--- src/rtl/scan_pkg.sv ---
// Shared scan/image constants and FSM state type for the IMEM -> rgb2hsv read path.
package scan_pkg;

  localparam int unsigned SCAN_WIDTH  = 400;
  localparam int unsigned SCAN_HEIGHT = 400;
  localparam int unsigned SCAN_ADDR_W = 18;
  localparam int unsigned SCAN_XW     = 9;
  localparam int unsigned SCAN_YW     = 9;

  typedef enum logic [1:0] {
    IDLE = 2'd0,
    SCAN = 2'd1,
    DONE = 2'd2
  } scan_state_e;

  // y * w as a shift-add over the set bits of the constant w; used only at frame load
  function automatic logic [31:0] row_offset(input logic [31:0] y, input int unsigned w);
    logic [31:0] acc;
    acc = '0;
    for (int i = 0; i < 32; i++) begin
      if (w[i]) acc = acc + (y << i);
    end
    return acc;
  endfunction

endpackage

--- src/rtl/scan_ctrl_wrap_cnt.sv ---
// Loadable up-counter that wraps back to its base value after reaching wrap_at.
module wrap_cnt #(
  parameter int unsigned W = 9
) (
  input  logic         clk,
  input  logic         rst,
  input  logic         load,
  input  logic         en,
  input  logic [W-1:0] base,
  input  logic [W-1:0] wrap_at,
  output logic [W-1:0] cnt,
  output logic         term
);

  assign term = (cnt == wrap_at);

  always_ff @(posedge clk or posedge rst) begin
    if (rst) begin
      cnt <= '0;
    end else if (load) begin
      cnt <= base;
    end else if (en) begin
      cnt <= term ? base : cnt + W'(1);
    end
  end

endmodule

--- src/rtl/scan_ctrl.sv ---
// Raster-order frame scan controller with valid/ready pixel-address output.
// Optional region-of-interest window enabled by defining SCAN_ROI_EN.
module scan_ctrl
  import scan_pkg::*;
#(
  parameter int unsigned WIDTH  = SCAN_WIDTH,
  parameter int unsigned HEIGHT = SCAN_HEIGHT,
  parameter int unsigned ADDR_W = SCAN_ADDR_W,
  parameter int unsigned XW     = SCAN_XW,
  parameter int unsigned YW     = SCAN_YW
) (
  input  logic              CLK,
  input  logic              Reset_0,
  input  logic              Start,
  input  logic              Abort,
  input  logic              Ready,
`ifdef SCAN_ROI_EN
  input  logic [XW-1:0]     RoiX0,
  input  logic [XW-1:0]     RoiX1,
  input  logic [YW-1:0]     RoiY0,
  input  logic [YW-1:0]     RoiY1,
`endif
  output logic [ADDR_W-1:0] Addr,
  output logic              Valid,
  output logic [XW-1:0]     X,
  output logic [YW-1:0]     Y,
  output logic              Sof,
  output logic              Eol,
  output logic              Eof,
  output logic              Busy,
  output logic              Done
);

  scan_state_e state_q, state_d;
  logic valid_d, busy_d, done_d;

  logic [XW-1:0] x0, x1, x_load;
  logic [YW-1:0] y0, y1, y_load;
  logic          roi_bad;
  logic          start_req, accept, x_term, y_term;
  logic [ADDR_W-1:0] rowbase_q;

  assign start_req = (state_q == IDLE) && Start;
  assign accept    = (state_q == SCAN) && Ready;

`ifdef SCAN_ROI_EN
  // Window bounds captured on the accepted Start; inputs feed the load path directly
  assign roi_bad = (RoiX1 < RoiX0) || (RoiY1 < RoiY0) ||
                   (32'(RoiX1) >= 32'(WIDTH)) || (32'(RoiY1) >= 32'(HEIGHT));
  assign x_load  = (state_q == IDLE) ? RoiX0 : x0;
  assign y_load  = (state_q == IDLE) ? RoiY0 : y0;

  always_ff @(posedge CLK or posedge Reset_0) begin
    if (Reset_0) begin
      x0 <= '0;
      x1 <= XW'(WIDTH - 1);
      y0 <= '0;
      y1 <= YW'(HEIGHT - 1);
    end else if (start_req) begin
      x0 <= RoiX0;
      x1 <= RoiX1;
      y0 <= RoiY0;
      y1 <= RoiY1;
    end
  end
`else
  assign roi_bad = 1'b0;
  assign x0      = '0;
  assign x1      = XW'(WIDTH - 1);
  assign y0      = '0;
  assign y1      = YW'(HEIGHT - 1);
  assign x_load  = x0;
  assign y_load  = y0;
`endif

  wrap_cnt #(.W(XW)) u_x_cnt (
    .clk     (CLK),
    .rst     (Reset_0),
    .load    (start_req),
    .en      (accept),
    .base    (x_load),
    .wrap_at (x1),
    .cnt     (X),
    .term    (x_term)
  );

  wrap_cnt #(.W(YW)) u_y_cnt (
    .clk     (CLK),
    .rst     (Reset_0),
    .load    (start_req),
    .en      (accept && x_term),
    .base    (y_load),
    .wrap_at (y1),
    .cnt     (Y),
    .term    (y_term)
  );

  // Addr advances by one inside a line; at end of line it jumps from the row base
  always_ff @(posedge CLK or posedge Reset_0) begin
    if (Reset_0) begin
      Addr      <= '0;
      rowbase_q <= '0;
    end else if (start_req) begin
      rowbase_q <= ADDR_W'(row_offset(32'(y_load), WIDTH));
      Addr      <= ADDR_W'(row_offset(32'(y_load), WIDTH)) + ADDR_W'(x_load);
    end else if (accept) begin
      if (x_term) begin
        rowbase_q <= rowbase_q + ADDR_W'(WIDTH);
        Addr      <= rowbase_q + ADDR_W'(WIDTH) + ADDR_W'(x0);
      end else begin
        Addr <= Addr + ADDR_W'(1);
      end
    end
  end

  // State and registered status outputs
  always_ff @(posedge CLK or posedge Reset_0) begin
    if (Reset_0) begin
      state_q <= IDLE;
      Valid   <= 1'b0;
      Busy    <= 1'b0;
      Done    <= 1'b0;
    end else begin
      state_q <= state_d;
      Valid   <= valid_d;
      Busy    <= busy_d;
      Done    <= done_d;
    end
  end

  always_comb begin
    state_d = state_q;
    case (state_q)
      IDLE: if (Start) state_d = roi_bad ? DONE : SCAN;
      SCAN: begin
        if (Abort) state_d = IDLE;
        else if (accept && x_term && y_term) state_d = DONE;
      end
      DONE:    state_d = IDLE;
      default: state_d = IDLE;
    endcase
  end

  always_comb begin
    valid_d = 1'b0;
    busy_d  = 1'b0;
    done_d  = 1'b0;
    case (state_d)
      SCAN: begin
        valid_d = 1'b1;
        busy_d  = 1'b1;
      end
      DONE:    done_d = 1'b1;
      default: ;
    endcase
  end

  assign Sof = Valid && (X == x0) && (Y == y0);
  assign Eol = Valid && x_term;
  assign Eof = Valid && x_term && y_term;

endmodule

--- config.mk ---
export PLATFORM = sky130hd
export DESIGN_NAME = scan_ctrl
export DESIGN_NICKNAME = d
export VERILOG_FILES = /design/src/rtl/scan_pkg.sv /design/src/rtl/scan_ctrl_wrap_cnt.sv /design/src/rtl/scan_ctrl.sv
export SDC_FILE = /design/constraint.sdc
export NUM_CORES = 1
export LEC_CHECK = 0
export BUFFER_PORTS_ARGS = -buffer_cell sky130_fd_sc_hd__buf_2
export CELL_PAD_IN_SITES_DETAIL_PLACEMENT = 0
export CELL_PAD_IN_SITES_GLOBAL_PLACEMENT = 1
export CORE_ASPECT_RATIO = 1.1
export CORE_MARGIN = 1.5
export CORE_UTILIZATION = 33
export CTS_CLUSTER_SIZE = 24
export DETAILED_ROUTE_END_ITERATION = 6
export PLACE_DENSITY_LB_ADDON = 0.1
export SKIP_CTS_REPAIR_TIMING = 1
export SLEW_MARGIN = 20
export SYNTH_ARGS = -nofsm -noshare
export SYNTH_HDL_FRONTEND = slang
export SYNTH_HIERARCHICAL = 1
export SYNTH_SLANG_ARGS = --single-unit
export TNS_END_PERCENT = 50
--- constraint.sdc ---
create_clock -name CLK -period 3 [get_ports CLK]
set_input_delay 0.45 -clock CLK [delete_from_list [all_inputs] [get_ports CLK]]
set_output_delay 0.45 -clock CLK [all_outputs]
set_load 0.02 [all_outputs]
==> run metrics <==
Filler Cell Count 1158; GRT overflow 0; period utilization 0.877; via count 3534; CP cell instances xnor2_1 > o221ai_1 > nor4_2 > buf_4 > and3_1 > buf_2; CTS Root Cell clkbuf_16; vias in the first global route 3376; WL per Instance 16.3 um; die width 104 um; H-Tree Depth 2; Syn Area/Cell 8.62 sq um; maximum VDD drop 0.272 mV; Post-synth EDFFs 0; final hold violation count 0; crit path time final 2.63 ns; Clock Sink Count 54; synthesized flop and latch total 54; crit path kind reg2out; post-synthesis cell count 429; Crit. End Element primary output; fmax 0.380 GHz; Worst EP required 2.55 ns; Leak 2.03 nW; max-slew violations 0; RSZ-0062 raised after global routing no; GRT Resource Usage Total 0.187; Seq/Total Area, Yosys 0.365; CP Max Fanout 14; Layout area overhead 20.1%; NumNets Final 528; Initial Utilization 0.339; synth top area cells dfrtp_1, o21ai_0, xnor2_1; GP Congestion 0.832; WL final 10.9 mm; Min-Delay Path Class in2async; DRC viols 0; number of antenna repair diodes 0; global-route wire length before repair 17.7 mm; Die Height 114 um; Post-synth ARST share 1.00; Max-cap violations 0; clock tree buffer depth 2; initial DRC count 107; Post-Syn Area 0.00370 sq mm; Synth top area share 0.365; dpl hpwl 7.70 mm; Main synth FF type dfrtp_1; power density cells 496 mW/mm^2; Rows 40; largest net degree at the start of global routing 37; First-pass DRT Iterations 5; slew margin rel. 0.467; layout cells sized above 1 0.181; Clk pin slew, worst setup/hold paths 0.07 ns; worst-margin pin slew 0.797 ns; crit-path max cell delay 0.45 ns; crit path DAT 2.18 ns; Vias/cell 5.30; most common cell after layout, fill and taps aside dfrtp_1; Die Area 0.0119 sq mm; worst-skew pair later-pin latency 0.29 ns; Startpoint Class register; Setup TNS 0 ns; status finished, final reports clean; CTS Buf Count 5; IO Count 47; Crit-path slowest cell dfrtp_1; worst-case clock skew 0.00345 ns; most frequent cells in the layout dfrtp_1, buf_2, conb_1, nor2_1, o21ai_0; Antenna Nets Post-Route 0; Final Hold Slack 0.159 ns; Core ar. 0.0109 sq mm; Final setup viols 0; antenna violations before repair 0; TritonCTS clock tree built; Distinct cells, synth 62; I/O Buffers 46; total of warnings raised by yosys 6; cell type with the largest total area after synthesis dfrtp_1
stage by stage:
step	power, mW	instance area (sq um)	instances	util	setup WS [ns]
detailed placement	1.61	4290	659	0.393	0.411
global route	2.34	4440	667	0.407	0.135
finish	2.20	4440	667	0.407	0.370
global placement	1.61	4290	659	0.393	0.554
floorplan	1.38	3860	473	-	0.217
CTS	2.23	4440	667	0.407	0.360
layout make-up:
class                           instances  area, sq um  area share
Clock buffer                            7          143      0.0321
Sequential cell                        54         1350       0.304
Clock inverter                          1         5.00     0.00113
Timing Repair Buffer                   62          350      0.0789
Inverter                               17         63.8      0.0144
Tap cell                              147          184      0.0414
Multi-Input combinational cell        379         2340       0.528
worst max-delay path, delay by kind of cell, from the launching register on:
kind / cells / cell delay, ns
flops: 1 / 0.45
simple gates: 2 / 0.58
buf+inv: 2 / 0.46
compound gates: 1 / 0.21
xor+xnor: 1 / 0.18
logic make-up after synthesis:
family	share of synthesized area
and+or+nand+nor	0.259
AOI/OAI and AO/OA	0.222
DFF	0.365
buffers and inverters	0.0470
xor gates and xnor gates	0.0545
muxes	0.0359
adders and majority gates	0.0135
other	0.00203
final timing paths:
path                                 from             end  slack, ns  cells past startpoint
setup / recovery           u_x_cnt/cnt[4]             Eof       0.37                      6
hold / removal                    Reset_0  u_y_cnt/cnt[8]       0.16                      2
setup reg to reg           u_x_cnt/cnt[4]  u_y_cnt/cnt[7]       0.41                      9
hold reg to reg             rowbase_q[17]   rowbase_q[17]       0.51                      2
max in group asynchronous         Reset_0    rowbase_q[9]       2.34                      3
min in group CLK                    Abort      state_q[1]       0.35                      2
registers in the layout, summed over array words and instances, names as in the netlist:
| register | flops |
|---|---|
| u_y_cnt/cnt | 9 |
| Busy | 1 |
| state_q | 2 |
| rowbase_q | 14 |
| Done | 1 |
| Addr | 18 |
| u_x_cnt/cnt | 9 |
synth_stat cells (7+ instances only):
| cell type | n |
|---|---|
| o21ai_0 | 35 |
| a21oi_1 | 26 |
| o31ai_1 | 7 |
| nand3_1 | 19 |
| and3_2 | 7 |
| o22ai_1 | 10 |
| inv_1 | 16 |
| mux2i_1 | 8 |
| clkbuf_1 | 14 |
| xnor2_1 | 17 |
| nand2_1 | 31 |
| nand4_1 | 15 |
| nor2_1 | 38 |
| dfrtp_1 | 54 |
| nor4_1 | 10 |
layer usage:
layer	GRT usage	up-vias	routed length [um]
met3	0.0240	10	309
met5	0	-	0
met2	0.336	76	5540
met4	0.0565	0	135
li1	-	1749	-
met1	0.233	1699	4890
report_power, final:
group / total, mW / switching, mW / internal, mW
clock: 0.607 / 0.275 / 0.333
combinational: 0.698 / 0.433 / 0.265
sequential: 0.896 / 0.103 / 0.793
total: 2.20 / 0.811 / 1.39
(Power assumes the default switching activity.)
